[src/rtl/obi_rr_arbiter.sv]
// N-to-1 OBI arbiter: round-robin manager selection with address-phase
// locking, and in-order response routing through an index FIFO.
module obi_rr_arbiter #(
    parameter int NUM_MASTERS     = 2,
    parameter int ADDR_WIDTH      = 32,
    parameter int DATA_WIDTH      = 32,
    parameter int MAX_OUTSTANDING = 2
) (
    input  logic                                     clk_i,
    input  logic                                     rst_ni,
    input  logic [NUM_MASTERS-1:0]                   m_req_i,
    output logic [NUM_MASTERS-1:0]                   m_gnt_o,
    input  logic [NUM_MASTERS*ADDR_WIDTH-1:0]        m_addr_i,
    input  logic [NUM_MASTERS-1:0]                   m_we_i,
    input  logic [NUM_MASTERS*(DATA_WIDTH/8)-1:0]    m_be_i,
    input  logic [NUM_MASTERS*DATA_WIDTH-1:0]        m_wdata_i,
    output logic [NUM_MASTERS-1:0]                   m_rvalid_o,
    output logic [DATA_WIDTH-1:0]                    m_rdata_o,
    output logic                                     s_req_o,
    input  logic                                     s_gnt_i,
    output logic [ADDR_WIDTH-1:0]                    s_addr_o,
    output logic                                     s_we_o,
    output logic [DATA_WIDTH/8-1:0]                  s_be_o,
    output logic [DATA_WIDTH-1:0]                    s_wdata_o,
    input  logic                                     s_rvalid_i,
    input  logic [DATA_WIDTH-1:0]                    s_rdata_i,
    output logic [$clog2(MAX_OUTSTANDING+1)-1:0]     outstanding_o,
    output logic                                     err_rvalid_o
);
    localparam int BE_W  = DATA_WIDTH / 8;
    localparam int IDX_W = (NUM_MASTERS > 1) ? $clog2(NUM_MASTERS) : 1;
    localparam int OCC_W = $clog2(MAX_OUTSTANDING + 1);
    localparam int PTR_W = (MAX_OUTSTANDING > 1) ? $clog2(MAX_OUTSTANDING) : 1;

    logic [IDX_W-1:0] r_ptr;
    logic             r_lock_vld;
    logic [IDX_W-1:0] r_lock_idx;
    logic [IDX_W-1:0] r_fifo [MAX_OUTSTANDING];
    logic [PTR_W-1:0] r_wr;
    logic [PTR_W-1:0] r_rd;
    logic [OCC_W-1:0] r_cnt;
    logic             r_err;

    logic             w_lock_eff;
    logic [IDX_W-1:0] w_win;
    logic             w_found;
    logic             w_full;
    logic             w_empty;
    logic             w_hs;
    logic             w_pop;
    logic [IDX_W-1:0] w_head;

    // A lock only holds while the locked manager keeps requesting; a dropped
    // request releases it in the same cycle.
    assign w_lock_eff = r_lock_vld & m_req_i[r_lock_idx];
    assign w_full     = (r_cnt == OCC_W'(MAX_OUTSTANDING));
    assign w_empty    = (r_cnt == '0);
    assign s_req_o    = (|m_req_i) & ~w_full;
    assign w_hs       = s_req_o & s_gnt_i;
    assign w_pop      = s_rvalid_i & ~w_empty;
    assign w_head     = r_fifo[r_rd];

    // Winner: locked index, else first requester searching upward from r_ptr
    always_comb begin
        int j;
        j       = 0;
        w_found = 1'b0;
        w_win   = r_lock_idx;
        if (!w_lock_eff) begin
            w_win = '0;
            for (int i = 0; i < NUM_MASTERS; i++) begin
                j = int'(r_ptr) + i;
                if (j >= NUM_MASTERS) j = j - NUM_MASTERS;
                if (!w_found && m_req_i[j]) begin
                    w_found = 1'b1;
                    w_win   = IDX_W'(j);
                end
            end
        end
    end

    // Forward the winner's address-phase signals
    always_comb begin
        s_addr_o  = m_addr_i[int'(w_win)*ADDR_WIDTH +: ADDR_WIDTH];
        s_we_o    = m_we_i[w_win];
        s_be_o    = m_be_i[int'(w_win)*BE_W +: BE_W];
        s_wdata_o = m_wdata_i[int'(w_win)*DATA_WIDTH +: DATA_WIDTH];
    end

    // Grant goes only to the winner, and only on an actual handshake
    always_comb begin
        m_gnt_o = '0;
        if (w_hs) m_gnt_o[w_win] = 1'b1;
    end

    // Response routed to the manager at the FIFO head; data is broadcast
    always_comb begin
        m_rvalid_o = '0;
        if (w_pop) m_rvalid_o[w_head] = 1'b1;
    end
    assign m_rdata_o = s_rdata_i;

    // RR pointer and address-phase lock
    always_ff @(posedge clk_i) begin
        if (!rst_ni) begin
            r_ptr      <= '0;
            r_lock_vld <= 1'b0;
            r_lock_idx <= '0;
        end else begin
            if (w_hs) begin
                r_ptr      <= (int'(w_win) == NUM_MASTERS-1) ? '0 : w_win + IDX_W'(1);
                r_lock_vld <= 1'b0;
            end else if (s_req_o) begin
                // stalled request: pin selection until granted
                r_lock_vld <= 1'b1;
                r_lock_idx <= w_win;
            end else begin
                // full keeps the lock; a dropped request releases it
                r_lock_vld <= w_lock_eff;
            end
        end
    end

    // Outstanding-transaction FIFO of winner indices
    always_ff @(posedge clk_i) begin
        if (!rst_ni) begin
            r_wr  <= '0;
            r_rd  <= '0;
            r_cnt <= '0;
            for (int i = 0; i < MAX_OUTSTANDING; i++) r_fifo[i] <= '0;
        end else begin
            if (w_hs) begin
                r_fifo[r_wr] <= w_win;
                r_wr <= (r_wr == PTR_W'(MAX_OUTSTANDING-1)) ? '0 : r_wr + PTR_W'(1);
            end
            if (w_pop) begin
                r_rd <= (r_rd == PTR_W'(MAX_OUTSTANDING-1)) ? '0 : r_rd + PTR_W'(1);
            end
            case ({w_hs, w_pop})
                2'b10:   r_cnt <= r_cnt + OCC_W'(1);
                2'b01:   r_cnt <= r_cnt - OCC_W'(1);
                default: r_cnt <= r_cnt;
            endcase
        end
    end

    // Sticky flag for a response arriving with nothing outstanding
    always_ff @(posedge clk_i) begin
        if (!rst_ni) r_err <= 1'b0;
        else if (s_rvalid_i && w_empty) r_err <= 1'b1;
    end

    assign outstanding_o = r_cnt;
    assign err_rvalid_o  = r_err;

endmodule

[config.mk]
export PLATFORM = sky130hd
export DESIGN_NAME = obi_rr_arbiter
export DESIGN_NICKNAME = d
export VERILOG_FILES = /design/src/rtl/obi_rr_arbiter.sv
export SDC_FILE = /design/constraint.sdc
export NUM_CORES = 1
export LEC_CHECK = 0
export CAP_MARGIN = 10
export CELL_PAD_IN_SITES_DETAIL_PLACEMENT = 1
export CELL_PAD_IN_SITES_GLOBAL_PLACEMENT = 1
export CORE_AREA = 2 2 109 111
export CTS_CLUSTER_SIZE = 28
export DETAILED_ROUTE_END_ITERATION = 12
export DIE_AREA = 0 0 111 113
export DONT_BUFFER_PORTS = 1
export GPL_TIMING_DRIVEN = 0
export PLACE_DENSITY_LB_ADDON = 0.1
export RECOVER_POWER = 50
export SLEW_MARGIN = 15
export SYNTH_ARGS = -nofsm -noshare
export SYNTH_HDL_FRONTEND = slang
export SYNTH_SLANG_ARGS = --single-unit
[constraint.sdc]
create_clock -name clk_i -period 2.5 [get_ports clk_i]
set_clock_uncertainty 0.1 [all_clocks]
set_input_delay 0 -clock clk_i [delete_from_list [all_inputs] [get_ports clk_i]]
set_output_delay 0 -clock clk_i [all_outputs]
set_load 0.01 [all_outputs]
==> metrics.md <==
| Metric | Value |
|---|---|
| Final ANT Viol Nets | 0 |
| Final Setup Violations | 0 |
| Netlist Area Pre-Place | 1670 µm² |
| Post-Synth Adder-Cell Area | 0.747% |
| CP endpoint kind | output port |
| Comb pwr share | 50.1% |
| Via density | 4.21 |
| Startpoint types | register |
| Yosys warnings | 0 |
| Layout Nets | 387 |
| Later-pin clock latency in the skew report | 240 ps |
| P_int | 0.684 mW |
| Status | finished clean |
| Synth Area in Simple Gates | 5.68% |
| Die W | 111 µm |
| TNS Setup | 0 ps |
| Clk sinks | 11 |
| Worst slew margin | 64.8% |
| Drt drc | 0 |
| 1st-iter DRT viols | 23 |
| TritonCTS clock tree | done |
| Sequential-to-total area share from yosys stat | 13.2% |
| Vias | 1483 |
| Worst hold-check path type | in2reg |
| Core Area | 11300 µm² |
| Post-DP HPWL | 6.91 mm |
| Unrepaired setup endpoints after global routing | no |
| Main area contributors after synthesis | mux2_2 44%, buf_4 14%, dfxtp_1 13% |
| DR pass1 iterations | 3 |
| Post-synthesis compound-gate area fraction | 8.15% |
| Fmax | 458 MHz |
| Reg clk slew, reported paths | 40 ps |
| DIE HEIGHT | 113 µm |
| Ant diodes | 0 |
| Share of cells above drive strength 1 | 35.4% |
| Drt wl/cell | 22.4 µm |
| # H-tree levels | 1 |
| Setup CP Type | reg2out |
| Root Buffer | clkbuf_16 |
| PortBufs | 0 |
| Leakage power total | 0.780 nW |
| Peak VDD IR | 256 µV |
| Final hold vios | 0 |
| Initial Utilization | 14.9% |
| XOR/XNOR share of the synthesized area | 1.57% |
| Most frequent cells in the layout | 57 x mux2_2, 37 x dlygate4sd3_1, 33 x clkbuf_1 |
| Initial antenna violation count | 0 |
| Synth Instances | 168 |
| Worst-Margin Slew | 522 ps |
| GR Util All Layers | 11.1% |
| Row count | 39 |
| Final Slew Violations | 0 |
| Post-synth top area share | 43.7% |
| # Max-Cap Violations | 0 |
| Net Sw Power | 0.439 mW |
| CP Cell Sequence | mux2_1 > o21ai_4 > clkbuf_2 > mux2_1 |
| Worst-case clock buffer depth | 2 |
| DRT Wirelength | 7.90 mm |
| Layout area overhead | 28.5% |
| Library cells used by synthesis | 29 |
| Die Footprint | 12500 µm² |
| GRT Residual Overflow | 0 |
| Crit path time final | 2180 ps |
| Area leader, netlist | mux2_2 |
| CP Max Fanout | 10 |
| Multiplexer share of the synthesized area | 49.7% |
| Critical path arrival | 2080 ps |
| # fillers | 1320 |
| Seq cells post-synth | 11 |
| Clock share of power | 26.3% |
| Ports | 285 |
| Sw frac | 39.1% |
| CTS buffer count | 3 |
| Most frequent CP cell | mux2_1 |
| Worst path max stage delay | 410 ps |
| Reg power frac | 23.6% |
| Commonest non-fill, non-tap cell in the layout | mux2_2 |
| Slowest stage cell, crit path | mux2_1 |
| Final GP Congestion | 0.924 |
| Post-CTS Setup Inserts | 0 |
| PwrDens | 522 nW/µm² |
| Syn avg cell area | 9.96 µm² |
| Post-synth net total | 345 |
| Post-Place Cell Area | 1850 µm² |
| Vias in the first global route | 1642 |
| Largest net degree at the start of global routing | 11 |
| First-pass GRT wire length | 10.6 mm |
| Critical Path RT | 2400 ps |
| Period utilization | 87.3% |
| Main combinational cell family by area after synthesis | multiplexers |
| Cell area after layout | 2150 µm² |
## layer usage
layer	vias to the layer above	track usage (%)	part of all wire [%]
met4	0	5.83	4.6
met1	680	11.7	34
met2	132	20.8	54
met5	-	0	0
li1	657	-	-
met3	14	2.36	7.6
## worst max-delay path: cells and delay by family, from the launching register on
family | cells | cell delay [ps]
buf+inv | 1 | 330
flops | 1 | 330
mux | 2 | 790
compound gates | 1 | 380
## path summary, 6_finish.rpt
kind / start / endpoint / slack, ps / cells after the start
worst min-delay path: m_req_i[0] / r_lock_vld / 50 / 3
worst max register to register: outstanding_o[1] / r_ptr / 340 / 4
worst min register to register: r_wr / r_fifo[0] / 400 / 1
worst max-delay path: r_lock_vld / s_be_o[0] / 320 / 4
## through the flow
step                      total power, mW  setup slack (ps)  util, %  cells  hold slack, ps
after CTS                            1.18               296     20.3    351            2.20
after global routing                 1.19               175     19.1    352            60.5
after detailed placement            0.828               443     16.4    311           -6.40
after global placement              0.814               508     16.4    311           -3.69
after floorplan                     0.709               723        -    168           -8.23
final                                1.12               317     19.1    352            52.0
## cells in the mapped netlist
master     n
a21oi_1    3
a311oi_1   1
a31oi_1    2
buf_4     32
clkbuf_8   7
clkinv_1   1
dfxtp_1   11
ha_1       1
inv_1      3
mux2_2    65
mux2_4     6
mux2i_1    1
nand2_1    1
nand2b_1   2
nand3_1    1
nor2_1    10
nor2b_1    2
nor3_1     1
o211ai_1   1
o21a_1     2
o21ai_0    2
o21ai_4    1
o311ai_0   3
o31ai_1    1
o41ai_1    2
or2_2      1
or3_1      2
xnor2_1    1
xor2_1     2
## cell families after synthesis
family | after synthesis
DFF | 11
muxes | 72
buffers and inverters | 43
and+or+nand+nor | 20
adders and majority gates | 1
AOI/OAI and AO/OA | 18
xor gates and xnor gates | 3
## state kept, by name (all words and copies together), names as in the netlist, named ones only
signal	cells
outstanding_o	2
r_fifo	2
r_rd	1
err_rvalid_o	1
r_ptr	1
r_wr	1
r_lock_vld	1
r_lock_idx	1
## layout make-up
cell class              count  area, µm²  area share (%)
flip-flops and latches     11        220            10.2
well taps                 143        179            8.31
multi-input cells         114       1100            51.0
repair buffers             37        370            17.2
inverters                   4       15.0           0.698
plain buffers              39        190            8.84
clock buffers               4       78.8            3.66
## power by group through the flow
stage               registers, mW  clock network [mW]  logic (mW)
floorplan                   0.256                   0       0.452
detailed placement          0.270                   0       0.558
finish                      0.265               0.296       0.562
CTS                         0.266               0.301       0.609
global placement            0.268                   0       0.546
global route                0.271               0.314       0.604
## repair_timing
action,CTS,global route
resized for setup,0,0
hold buffers,36,1
hold endpoints to repair,43,1
(Power assumes the default switching activity.)
